**src/rtl/frame_stream_decoder_pkg.sv**
```systemverilog
// rtl/frame_stream_decoder_pkg.sv - shared markers, state encoding and error bit indices for the frame stream decoder
package frame_stream_decoder_pkg;

    localparam int WORD_W  = 17;
    localparam int PIX_W   = 16;
    localparam int COORD_W = 11;
    localparam int ERR_W   = 4;

    localparam logic [WORD_W-1:0] MARKER_FRAME_START = 17'h10000;
    localparam logic [WORD_W-1:0] MARKER_ROW_START   = 17'h10001;
    localparam logic [WORD_W-1:0] MARKER_FRAME_END   = 17'h1FFFF;

    localparam int ERR_RESYNC         = 0;
    localparam int ERR_ROW_LEN        = 1;
    localparam int ERR_UNKNOWN_MARKER = 2;
    localparam int ERR_FRAME_END      = 3;

    typedef enum logic [1:0] {
        ST_SYNC      = 2'd0,
        ST_ROW_HDR   = 2'd1,
        ST_PIXELS    = 2'd2,
        ST_FRAME_END = 2'd3
    } decoder_state_t;

    // Bit 16 separates control markers from BGR565 pixel words.
    function automatic logic is_marker(input logic [WORD_W-1:0] word);
        return word[WORD_W-1];
    endfunction

endpackage

```
**src/rtl/frame_stream_decoder_skid.sv**
```systemverilog
// rtl/frame_stream_decoder_skid.sv - two-entry word FIFO absorbing the queue read latency
module stream_skid_buffer
    import frame_stream_decoder_pkg::*;
(
    input  logic              clk,
    input  logic              reset_n,
    input  logic              in_tvalid,
    input  logic [WORD_W-1:0] in_tdata,
    output logic              out_tvalid,
    input  logic              out_tready,
    output logic [WORD_W-1:0] out_tdata,
    output logic [1:0]        occupancy
);

    logic [WORD_W-1:0] mem [2];
    logic              wr_ptr;
    logic              rd_ptr;
    logic [1:0]        count;
    logic              push;
    logic              pop;

    assign pop        = out_tvalid && out_tready;
    // A push into a full buffer is only legal when the head leaves in the same cycle.
    assign push       = in_tvalid && ((count != 2'd2) || pop);
    assign out_tvalid = (count != 2'd0);
    assign out_tdata  = mem[rd_ptr];
    assign occupancy  = count;

    // Pointer and occupancy tracking.
    always_ff @(posedge clk) begin
        if (!reset_n) begin
            wr_ptr <= 1'b0;
            rd_ptr <= 1'b0;
            count  <= 2'd0;
        end else begin
            if (push) wr_ptr <= ~wr_ptr;
            if (pop)  rd_ptr <= ~rd_ptr;
            case ({push, pop})
                2'b10:   count <= count + 2'd1;
                2'b01:   count <= count - 2'd1;
                default: count <= count;
            endcase
        end
    end

    // Word storage; contents are qualified by count so they need no reset.
    always_ff @(posedge clk) begin
        if (push) mem[wr_ptr] <= in_tdata;
    end

endmodule

```
**src/rtl/frame_stream_decoder.sv**
```systemverilog
// rtl/frame_stream_decoder.sv - pops framed pixel words, tracks row/frame position and emits coordinated pixels
module frame_stream_decoder
    import frame_stream_decoder_pkg::*;
#(
    parameter int FRAME_WIDTH        = 480,
    parameter int FRAME_HEIGHT       = 272,
    parameter bit EXPECT_ROW_MARKERS = 1'b1,
    parameter bit EXPECT_FRAME_END   = 1'b1
) (
    input  logic               clk,
    input  logic               reset_n,
    input  logic               queue_empty,
    input  logic [WORD_W-1:0]  queue_data,
    output logic               queue_rd_en,
    output logic               queue_rd_clk,
    output logic               out_valid,
    input  logic               out_ready,
    output logic [PIX_W-1:0]   out_data,
    output logic [COORD_W-1:0] out_x,
    output logic [COORD_W-1:0] out_y,
    output logic               out_eol,
    output logic               out_eof,
    output logic               frame_done,
    input  logic               err_clear,
    output logic [ERR_W-1:0]   err_flags
);

    localparam logic [COORD_W-1:0] X_LAST = COORD_W'(FRAME_WIDTH - 1);
    localparam logic [COORD_W-1:0] Y_LAST = COORD_W'(FRAME_HEIGHT - 1);
    localparam decoder_state_t ROW_ENTRY  = EXPECT_ROW_MARKERS ? ST_ROW_HDR : ST_PIXELS;

    decoder_state_t     state;
    decoder_state_t     next_state;
    logic [COORD_W-1:0] x;
    logic [COORD_W-1:0] y;
    logic [COORD_W-1:0] next_x;
    logic [COORD_W-1:0] next_y;

    logic               inflight;
    logic [1:0]         skid_occ;
    logic               head_valid;
    logic [WORD_W-1:0]  head_word;
    logic               consume;
    logic [2:0]         pending;

    logic               emit;
    logic               done_set;
    logic [ERR_W-1:0]   err_set;
    logic               out_free;

    logic               w_fs;
    logic               w_rs;
    logic               w_fe;
    logic               w_pix;
    logic               w_unk;
    logic               row_done;
    logic               last_row;
    logic               pix_go;

    assign queue_rd_clk = clk;

    // Words already owned by the skid or in flight, minus the one leaving this cycle.
    assign pending     = {1'b0, skid_occ} + {2'b00, inflight} - {2'b00, consume};
    assign queue_rd_en = reset_n && !queue_empty && (pending < 3'd2);

    // The queue presents data one cycle after the pop strobe.
    always_ff @(posedge clk) begin
        if (!reset_n) inflight <= 1'b0;
        else          inflight <= queue_rd_en;
    end

    stream_skid_buffer u_skid (
        .clk        (clk),
        .reset_n    (reset_n),
        .in_tvalid  (inflight),
        .in_tdata   (queue_data),
        .out_tvalid (head_valid),
        .out_tready (consume),
        .out_tdata  (head_word),
        .occupancy  (skid_occ)
    );

    assign out_free = !out_valid || out_ready;
    assign w_fs     = head_valid && (head_word == MARKER_FRAME_START);
    assign w_rs     = head_valid && (head_word == MARKER_ROW_START);
    assign w_fe     = head_valid && (head_word == MARKER_FRAME_END);
    assign w_pix    = head_valid && !is_marker(head_word);
    assign w_unk    = head_valid && is_marker(head_word) && !w_fs && !w_rs && !w_fe;
    assign row_done = (x == X_LAST);
    assign last_row = (y == Y_LAST);
    assign pix_go   = (state == ST_PIXELS) && w_pix && out_free;

    // State and position register.
    always_ff @(posedge clk) begin
        if (!reset_n) begin
            state <= ST_SYNC;
            x     <= '0;
            y     <= '0;
        end else begin
            state <= next_state;
            x     <= next_x;
            y     <= next_y;
        end
    end

    // Next state and position from the word at the skid head.
    always_comb begin
        next_state = state;
        next_x     = x;
        next_y     = y;
        if (w_fs) begin
            next_x     = '0;
            next_y     = '0;
            next_state = ROW_ENTRY;
        end else begin
            case (state)
                ST_SYNC: begin
                    next_state = ST_SYNC;
                end
                ST_ROW_HDR: begin
                    if (w_rs)      next_state = ST_PIXELS;
                    else if (w_fe) next_state = ST_SYNC;
                end
                ST_PIXELS: begin
                    if (pix_go) begin
                        if (row_done) begin
                            next_x = '0;
                            if (!last_row) begin
                                next_y     = y + 11'd1;
                                next_state = ROW_ENTRY;
                            end else begin
                                next_state = EXPECT_FRAME_END ? ST_FRAME_END : ST_SYNC;
                            end
                        end else begin
                            next_x = x + 11'd1;
                        end
                    end else if (w_rs) begin
                        // Short row: the marker doubles as the next row's header.
                        next_x = '0;
                        if (last_row) next_state = ST_SYNC;
                        else          next_y = y + 11'd1;
                    end else if (w_fe) begin
                        next_state = ST_SYNC;
                    end
                end
                ST_FRAME_END: begin
                    if (w_fe) next_state = ST_SYNC;
                end
                default: next_state = ST_SYNC;
            endcase
        end
    end

    // Consume, emit, error and frame-close decisions for the head word.
    always_comb begin
        consume  = 1'b0;
        emit     = 1'b0;
        done_set = 1'b0;
        err_set  = '0;
        if (head_valid) begin
            consume = 1'b1;
            if (w_fs) begin
                if (state != ST_SYNC) err_set[ERR_RESYNC] = 1'b1;
            end else if (state == ST_SYNC) begin
                consume = 1'b1;
            end else if (w_fe) begin
                if (state == ST_FRAME_END) done_set = 1'b1;
                else                       err_set[ERR_FRAME_END] = 1'b1;
            end else if (w_unk) begin
                err_set[ERR_UNKNOWN_MARKER] = 1'b1;
            end else begin
                case (state)
                    ST_ROW_HDR: begin
                        if (w_pix) err_set[ERR_ROW_LEN] = 1'b1;
                    end
                    ST_PIXELS: begin
                        if (w_pix) begin
                            // Only pixels wait for the output register.
                            consume = out_free;
                            emit    = out_free;
                            if (out_free && row_done && last_row && !EXPECT_FRAME_END)
                                done_set = 1'b1;
                        end else begin
                            err_set[ERR_ROW_LEN] = 1'b1;
                        end
                    end
                    ST_FRAME_END: begin
                        err_set[ERR_FRAME_END] = 1'b1;
                    end
                    default: consume = 1'b1;
                endcase
            end
        end
    end

    // Output register holds its contents while the downstream stalls.
    always_ff @(posedge clk) begin
        if (!reset_n) begin
            out_valid <= 1'b0;
            out_data  <= '0;
            out_x     <= '0;
            out_y     <= '0;
            out_eol   <= 1'b0;
            out_eof   <= 1'b0;
        end else if (emit) begin
            out_valid <= 1'b1;
            out_data  <= head_word[PIX_W-1:0];
            out_x     <= x;
            out_y     <= y;
            out_eol   <= row_done;
            out_eof   <= row_done && last_row;
        end else if (out_ready) begin
            out_valid <= 1'b0;
        end
    end

    // Sticky error flags and the frame-closed pulse; a new error wins over a clear.
    always_ff @(posedge clk) begin
        if (!reset_n) begin
            err_flags  <= '0;
            frame_done <= 1'b0;
        end else begin
            err_flags  <= (err_clear ? '0 : err_flags) | err_set;
            frame_done <= done_set;
        end
    end

endmodule

```
**config.mk**
```make
export PLATFORM = sky130hd
export DESIGN_NAME = frame_stream_decoder
export DESIGN_NICKNAME = d
export VERILOG_FILES = /design/src/rtl/frame_stream_decoder_pkg.sv /design/src/rtl/frame_stream_decoder_skid.sv /design/src/rtl/frame_stream_decoder.sv
export SDC_FILE = /design/constraint.sdc
export NUM_CORES = 1
export LEC_CHECK = 0
export BUFFER_PORTS_ARGS = -buffer_cell sky130_fd_sc_hd__buf_2
export CORE_MARGIN = 1
export CORE_UTILIZATION = 60
export DETAILED_ROUTE_END_ITERATION = 8
export PLACE_DENSITY_LB_ADDON = 0.05
export SLEW_MARGIN = 20
export SYNTH_ARGS = -nofsm -noshare
export SYNTH_HDL_FRONTEND = slang
export SYNTH_SLANG_ARGS = --single-unit
```
**constraint.sdc**
```tcl
create_clock -name clk -period 7.5 [get_ports clk]
set_input_delay 1.5 -clock clk [delete_from_list [all_inputs] [get_ports clk]]
set_output_delay 1.5 -clock clk [all_outputs]
set_load 0.005 [all_outputs]
```
# Word level (Yosys, flattened, before mapping)
# Memory sizes are Yosys's and may differ from the RTL's. A register that Yosys moved wholly into a read port is not among the register bits.
# Cells that the tools add are included.
# W data, S select, Z words.
[totals]
ff_bits = 75
mem_bits_rw = 34
output_inout_bits = 48
memories = 1
[memory_table]
columns = ["name", "depth", "word_bits", "read_ports", "rd_clocked_by_memory_dff", "write_ports", "line", "rtl"]
rows = [
  ["u_skid.mem", 2, 17, 1, 1, 1, "frame_stream_decoder_skid.sv:15", "logic [WORD_W-1:0] mem [2];"],
]
[op_classes]
n_addsub = 6
magnitude_cmp = 1
n_eq_ne = 16
mux = 53
bitwise_logic = 6
n_reduce_logical = 35
[ops]
columns = ["cell", "n"]
rows = [
  ["$mux W11", 7],
  ["$eq A17 B17 Y1 const B", 3],
  ["$mux W1", 31],
  ["$add A11 B1 Y11 const B", 2],
  ["$eq A11 B9 Y1 const B", 2],
  ["$mux W2", 8],
  ["$logic_and A1 B1 Y1", 15],
  ["$reduce_bool A2 Y1", 5],
  ["$mux W4", 2],
  ["$ne A4 B4 Y1 const B", 2],
  ["$pmux W2 S4", 1],
  ["$eq A2 B2 Y1 const B", 3],
  ["$logic_not A1 Y1", 6],
  ["$mux W3", 2],
  ["$reduce_and A2 Y1", 3],
  ["$ne A5 B5 Y1 const B", 1],
  ["$not A1 Y1", 5],
  ["$reduce_or A5 Y1", 1],
  ["$eq A2 B1 Y1 const B", 2],
  ["$ne A2 B2 Y1 const B", 2],
  ["$or A4 B4 Y4", 1],
  ["$pmux W2 S2", 1],
  ["$add A2 B1 Y3", 1],
  ["$lt A3 B2 Y1 const B", 1],
  ["9 further kinds", 10],
]

# Depth between registers and ports, before layout
# Gate-level depths: netlist (run 1).
[logic_depth]
depth_word = 16
ltp_mapped = 10
mapped_depth_nobuf = 7

# Cells and area by module
# A second synthesis (run 1) with hierarchy kept.
[hier_totals]
cells_unflattened = 465
area_unflattened_um2 = 4624.4
[modules_own_cells]
columns = ["mod", "n_inst", "cells_per_inst", "area_per_inst_um2", "seq_area_each_um2"]
rows = [
  ["frame_stream_decoder", 1, 386, 3144.3, 1421.4],
  ["stream_skid_buffer", 1, 79, 1480.2, 1121.1],
]

==> impl_metrics.csv, run 1 <==
group,metric,value,unit
yosys,ys.flop_type,"dfxtp_1",
hold_path,worstHoldStart,"out_x[5]",
run_status,status,"finished clean",
place,io_buffers,69,
layout,final_cell_mix,"dfxtp_1, nand2_1, buf_2",
global_route,grt_max_degree,67,
die,ios,70,
power_and_ir_drop,ir_drop,0.180,mV
die,fp-row-count,31,
die,die-area,8170,sq um
routing,detail_route.vias_per_cell,5.75,
yosys,synth-seq-cells,110,
setup_path,critPathKind,"clk2out",
yosys,syn_nets,482,
die,die_h,90.4,um
place,gp_congestion,0.875,
setup_path,endpoint_kind,"primary output",
setup_path,critPathBufInv,3,
global_route,antenna_found_initial,0,
yosys,ys_top_cells_by_area,"dfxtp_1, edfxtp_1, nand2_1",
routing,drt_pass1_iterations,5,
setup_path,timing.rr.end,"x[10]",
clocking,clock_latency,0.47,ns
timing,clock_skew,0.00804,ns
layout,final_core_util,0.717,
timing,slew_viol_final,0,
timing,rsz0062_at_grt,"no",
hold_path,hold_class,"reg2reg",
yosys,netlist.area_leader.share,0.325,
timing,finalSetupViolCount,0,
die,initial_utilization,0.633,
routing,drt_iter0_markers,232,
clocking,post_cts_resized,0,
global_route,grt_pass1_wl,15600,um
yosys,synth.distinct_cells,49,
routing,drc_errors,0,
place,hpwlAfterDp,6290,um
layout,diodes,0,
layout,nets,544,
layout,drive_above_1_share,0.195,
routing,detail-route-antenna-nets,0,
routing,vias,3574,
power_and_ir_drop,p_per_area,237,nW/um^2
yosys,synthesis.area_per_instance,10.3,sq um
setup_path,rrSetupSlack,4.30,ns
setup_path,cp.arrival,4.10,ns
clocking,clk_pin_slew,0.10,ns
setup_path,cp_common_cell,"clkbuf_8",
setup_path,path_max_fanout,2,
clocking,cts_tree,"done",
timing,fin_tns_setup,0,ns
hold_path,min_delay_path_depth,2,
setup_path,cp_cell_sequence,"clkbuf_8 > clkbuf_8 > buf_2",
setup_path,path_delay_family,"buffers and inverters",
die,coreArea,7410,sq um
routing,wire_per_inst,14.7,um
setup_path,cpPeakStageDelay,0.12,ns
layout,n_fill_cell,591,
run,cap_violations,0,
yosys,synth_area,4690,sq um
global_route,grt_pass1_vias,3436,
die,die_x,90.4,um
timing,finalHoldViolCount,0,
setup_path,slowest_stage,"clkbuf_8",
clocking,ctsHoldBuffers,0,
yosys,ys_warn_count,0,
setup_path,timing.rr.start,"state[1]",
yosys,synth-seq-area-share,0.542,
timing,slew_headroom,0.454,
power_and_ir_drop,leakage,2.16,nW
setup_path,ff2ff_path_depth,7,
yosys,synth_edf_count,34,
setup_path,required,6.00,ns
global_route,grt_overflow_total,0,
setup_path,startpoint_type,"clock port",
layout,syn2layout_area_growth,13.3,%
clocking,cts_setup_buffers,0,
hold_path,min_to,"out_x[5]",
yosys,async_flop_share,0,
yosys,synth_cells,456,
global_route,grt_usage,0.237,
timing,worst_pin_slew,0.820,ns
routing,finalWirelength,9150,um
layout,final_common_cell,"dfxtp_1",
yosys,synth_top_cell_by_area,"dfxtp_1",
synthesized netlist by cell type, types with 9 or more instances:
| master | n |
|---|---|
| clkbuf_1 | 12 |
| a21boi_0 | 25 |
| o211a_1 | 16 |
| xor2_1 | 17 |
| nand3_1 | 12 |
| edfxtp_1 | 34 |
| o21ai_0 | 11 |
| a21oi_1 | 11 |
| mux2i_1 | 19 |
| dfxtp_1 | 76 |
| nand2_1 | 72 |
| nor3_1 | 9 |
| buf_2 | 9 |
| nor2_1 | 32 |
state kept, by name, summed over array words and instances (netlist names), 2 cells and up, named ones only:
| name | flops |
|---|---|
| u_skid.occupancy | 2 |
| out_y | 11 |
| err_flags | 4 |
| out_x | 11 |
| state | 2 |
| y | 11 |
| x | 11 |
| u_skid.mem | 34 |
| out_data | 16 |
area by class of cell:
type	instances	area [sq um]	area share
sequential	110	2540	0.479
multi-input combinational	313	2010	0.378
timing repair buffer	74	385	0.0726
clock buffer	13	170	0.0320
tap	99	124	0.0233
clock inverter	7	58.8	0.0111
inverter	6	22.5	0.00424
worst reg2reg max path, cell delays in order (launching register included):
cell and delay (ns):
dfxtp_1 0.48, nor2b_1 0.70, nand3_1 0.31, nor2_4 0.14, buf_4 0.54, o21ai_2 0.27, or4_1 0.56, a21oi_1 0.14
cells by family after synthesis:
| logic type | Yosys count | share of synthesized area |
|---|---|---|
| AO/OA/AOI/OAI | 93 | 0.152 |
| XOR/XNOR | 20 | 0.0374 |
| adder cells (fa/ha/maj) | 4 | 0.0123 |
| buffers and inverters | 33 | 0.0312 |
| flip-flops | 110 | 0.542 |
| multiplexers | 21 | 0.0454 |
| AND/OR/NAND/NOR | 175 | 0.179 |
per-stage QoR:
stage               setup slack [ns]  total power (W)  cells  hold slack, ns  cell area, sq um
floorplan                       2.14         0.000855    456           0.459              4690
global placement                2.15         0.000893    603           0.450              5090
detailed placement              2.15         0.000900    603           0.457              5090
CTS                             1.90          0.00127    622           0.471              5310
global route                    1.90          0.00132    622           0.497              5310
finish                          1.90          0.00126    622           0.468              5310
power breakdown:
part	total [W]	switching (W)	internal [W]
sequential	0.000686	0.0000290	0.000657
combinational	0.000194	0.000112	0.0000818
clock	0.000377	0.000214	0.000163
metal layers:
layer  vias up  wire length (um)  GRT usage
met1      1706              4070      0.280
li1       1766                 -          -
met5         -                 0          0
met4         0               155     0.0954
met3        13               304     0.0404
met2        89              4620      0.425
how the worst max path moves through the flow:
stage / cells after the start / from / endpoint / slack, ns
detailed placement: 1 / clk / queue_rd_clk / 2.15
global route: 3 / clk / queue_rd_clk / 1.90
CTS: 3 / clk / queue_rd_clk / 1.90
finish: 3 / clk / queue_rd_clk / 1.90
global placement: 1 / clk / queue_rd_clk / 2.15
floorplan: 1 / clk / queue_rd_clk / 2.14
(Power assumes the default switching activity.)
==> run 2, diff against run 1 <==
--- a/config.mk
+++ b/config.mk
@@ -7,7 +7,7 @@
 export LEC_CHECK = 0
 export BUFFER_PORTS_ARGS = -buffer_cell sky130_fd_sc_hd__buf_2
 export CORE_MARGIN = 1
-export CORE_UTILIZATION = 60
+export CORE_UTILIZATION = 56
 export DETAILED_ROUTE_END_ITERATION = 8
 export PLACE_DENSITY_LB_ADDON = 0.05
 export SLEW_MARGIN = 20
==> constraint.sdc (replaced) <==
create_clock -name clk -period 5.3 [get_ports clk]
set_input_delay 1.06 -clock clk [delete_from_list [all_inputs] [get_ports clk]]
set_output_delay 1.06 -clock clk [all_outputs]
set_load 0.005 [all_outputs]
==> run 2 against run 1 <==
First-iteration DRC count decreased by 17%. Critical path type unchanged. Highest routed layer unchanged. Clock-buffer cell count is the same. Sequential power up 41%. Global-route usage decreased by 1.0 points. Hold slack worse by 0.0019 ns. Largest power group unchanged. Combinational power rose by 41%. Routed wire length rose by 0.92%. Setup slack got worse by 0.66 ns. Critical endpoint unchanged. Via count is 1.3% lower. Cell count up 1.1%. Design area up 0.24%. Clock skew increased by 0.0014 ns.
==> impl_metrics.csv, run 2 (synthesized netlist as in run 1, its figures left out) <==
group,metric,value,unit
power_and_ir_drop,leakage,2.17,nW
timing,worst_pin_slew,0.924,ns
setup_path,path_max_fanout,2,
timing,finalCriticalPeriod,4.06,ns
layout,largest_reg_flops,34,
layout,final_cell_mix,"dfxtp_1, nand2_1, buf_2",
global_route,grt_overflow_total,0,
clocking,clk_pin_slew,0.10,ns
layout,nets,545,
setup_path,ff2ff_path_depth,7,
layout,drive_above_1_share,0.195,
setup_path,path_delay_family,"buffers and inverters",
setup_path,cp_cell_sequence,"clkbuf_8 > clkbuf_8 > buf_2",
routing,detail_route.vias_per_cell,5.61,
die,coreArea,8180,sq um
global_route,grt_pass1_vias,3317,
hold_path,hold_class,"reg2reg",
global_route,grt_usage,0.226,
die,ios,70,
layout,n_fill_cell,693,
setup_path,critPathBufInv,3,
clocking,ctsHoldBuffers,0,
power_and_ir_drop,p_per_area,334,nW/um^2
timing,slew_viol_final,0,
timing,rsz0062_at_grt,"no",
die,die_h,93.5,um
setup_path,critPathKind,"clk2out",
global_route,antenna_found_initial,0,
timing,fin_tns_setup,0,ns
timing,finalSetupViolCount,0,
timing,fmax,246,MHz
setup_path,cpPeakStageDelay,0.12,ns
routing,drt_pass1_iterations,4,
routing,vias,3527,
setup_path,cp_num_cells,3,
run,cap_violations,0,
global_route,grt_max_degree,66,
timing,period_share,0.766,
place,place_ws,1.23,ns
layout,largest_register,"u_skid.mem",
layout,diodes,0,
timing,clock_skew,0.00943,ns
routing,drc_errors,0,
clocking,post_cts_resized,0,
clocking,cts_tree,"done",
clocking,cts_setup_buffers,0,
global_route,grt_pass1_wl,15200,um
power_and_ir_drop,ir_drop,0.192,mV
timing,slew_headroom,0.376,
place,gp_congestion,0.873,
timing,finalHoldViolCount,0,
die,fp-row-count,33,
setup_path,cp_common_cell,"clkbuf_8",
routing,drt_iter0_markers,193,
die,initial_utilization,0.573,
place,hpwlAfterDp,6460,um
setup_path,startpoint_type,"clock port",
setup_path,cp.arrival,3.00,ns
routing,wire_per_inst,14.7,um
routing,finalWirelength,9230,um
setup_path,slowest_stage,"clkbuf_8",
timing,layout_setup_ws,1.24,ns
run_status,status,"finished clean",
setup_path,required,4.24,ns
layout,syn2layout_area_growth,13.5,%
setup_path,endpoint_kind,"primary output",
routing,detail-route-antenna-nets,0,
layout,final_core_util,0.651,
clocking,clock_latency,0.47,ns
die,die-area,8740,sq um
hold_path,min_delay_path_depth,2,
timing,hold-worst-slack,0.466,ns
layout,final_common_cell,"dfxtp_1",
die,die_x,93.5,um
layout,reg.largest.list,"u_skid.mem: 34 flops, out_data: 16 flops",
place,io_buffers,69,
==> run 2: per-layer routing <==
| layer | global-route usage | wire length, um | vias up |
|---|---|---|---|
| met5 | 0 | 0 | - |
| met4 | 0.101 | 215 | 0 |
| met3 | 0.0472 | 271 | 19 |
| met2 | 0.392 | 4650 | 70 |
| met1 | 0.271 | 4100 | 1681 |
| li1 | - | - | 1757 |
==> run 2: layout make-up <==
type	instances	area [sq um]	area share
flip-flops and latches	110	2540	0.478
multi-input cells	313	2010	0.377
repair buffers	75	393	0.0738
clock inverters	7	56.3	0.0106
clock buffers	13	170	0.0320
well taps	105	131	0.0247
inverters	6	22.5	0.00423
==> run 2: per-stage QoR <==
step                area (sq um)  std cells  total power, W
floorplan                   4690        456         0.00121
global placement            5100        610         0.00127
detailed placement          5100        610         0.00127
CTS                         5320        629         0.00180
global route                5320        629         0.00187
finish                      5320        629         0.00178
==> run 2: worst paths after layout <==
path                            startpoint            to  slack, ns
worst max-delay path                   clk  queue_rd_clk       1.24
worst min-delay path              out_y[3]      out_y[3]       0.47
worst max register to register   flip-flop          x[7]       2.22
worst min register to register    out_y[3]      out_y[3]       0.47
==> run 2: where the power goes <==
group          switching [W]  leakage [nW]  internal [W]
clock               0.000306         0.111      0.000230
sequential         0.0000410         0.921      0.000929
combinational       0.000157          1.13      0.000116
total               0.000504          2.17       0.00128
==> run 2: worst min-delay path: stages (launching register included) <==
cell and delay (ns):
dfxtp_1 0.32, nand2_1 0.04, a21boi_0 0.06
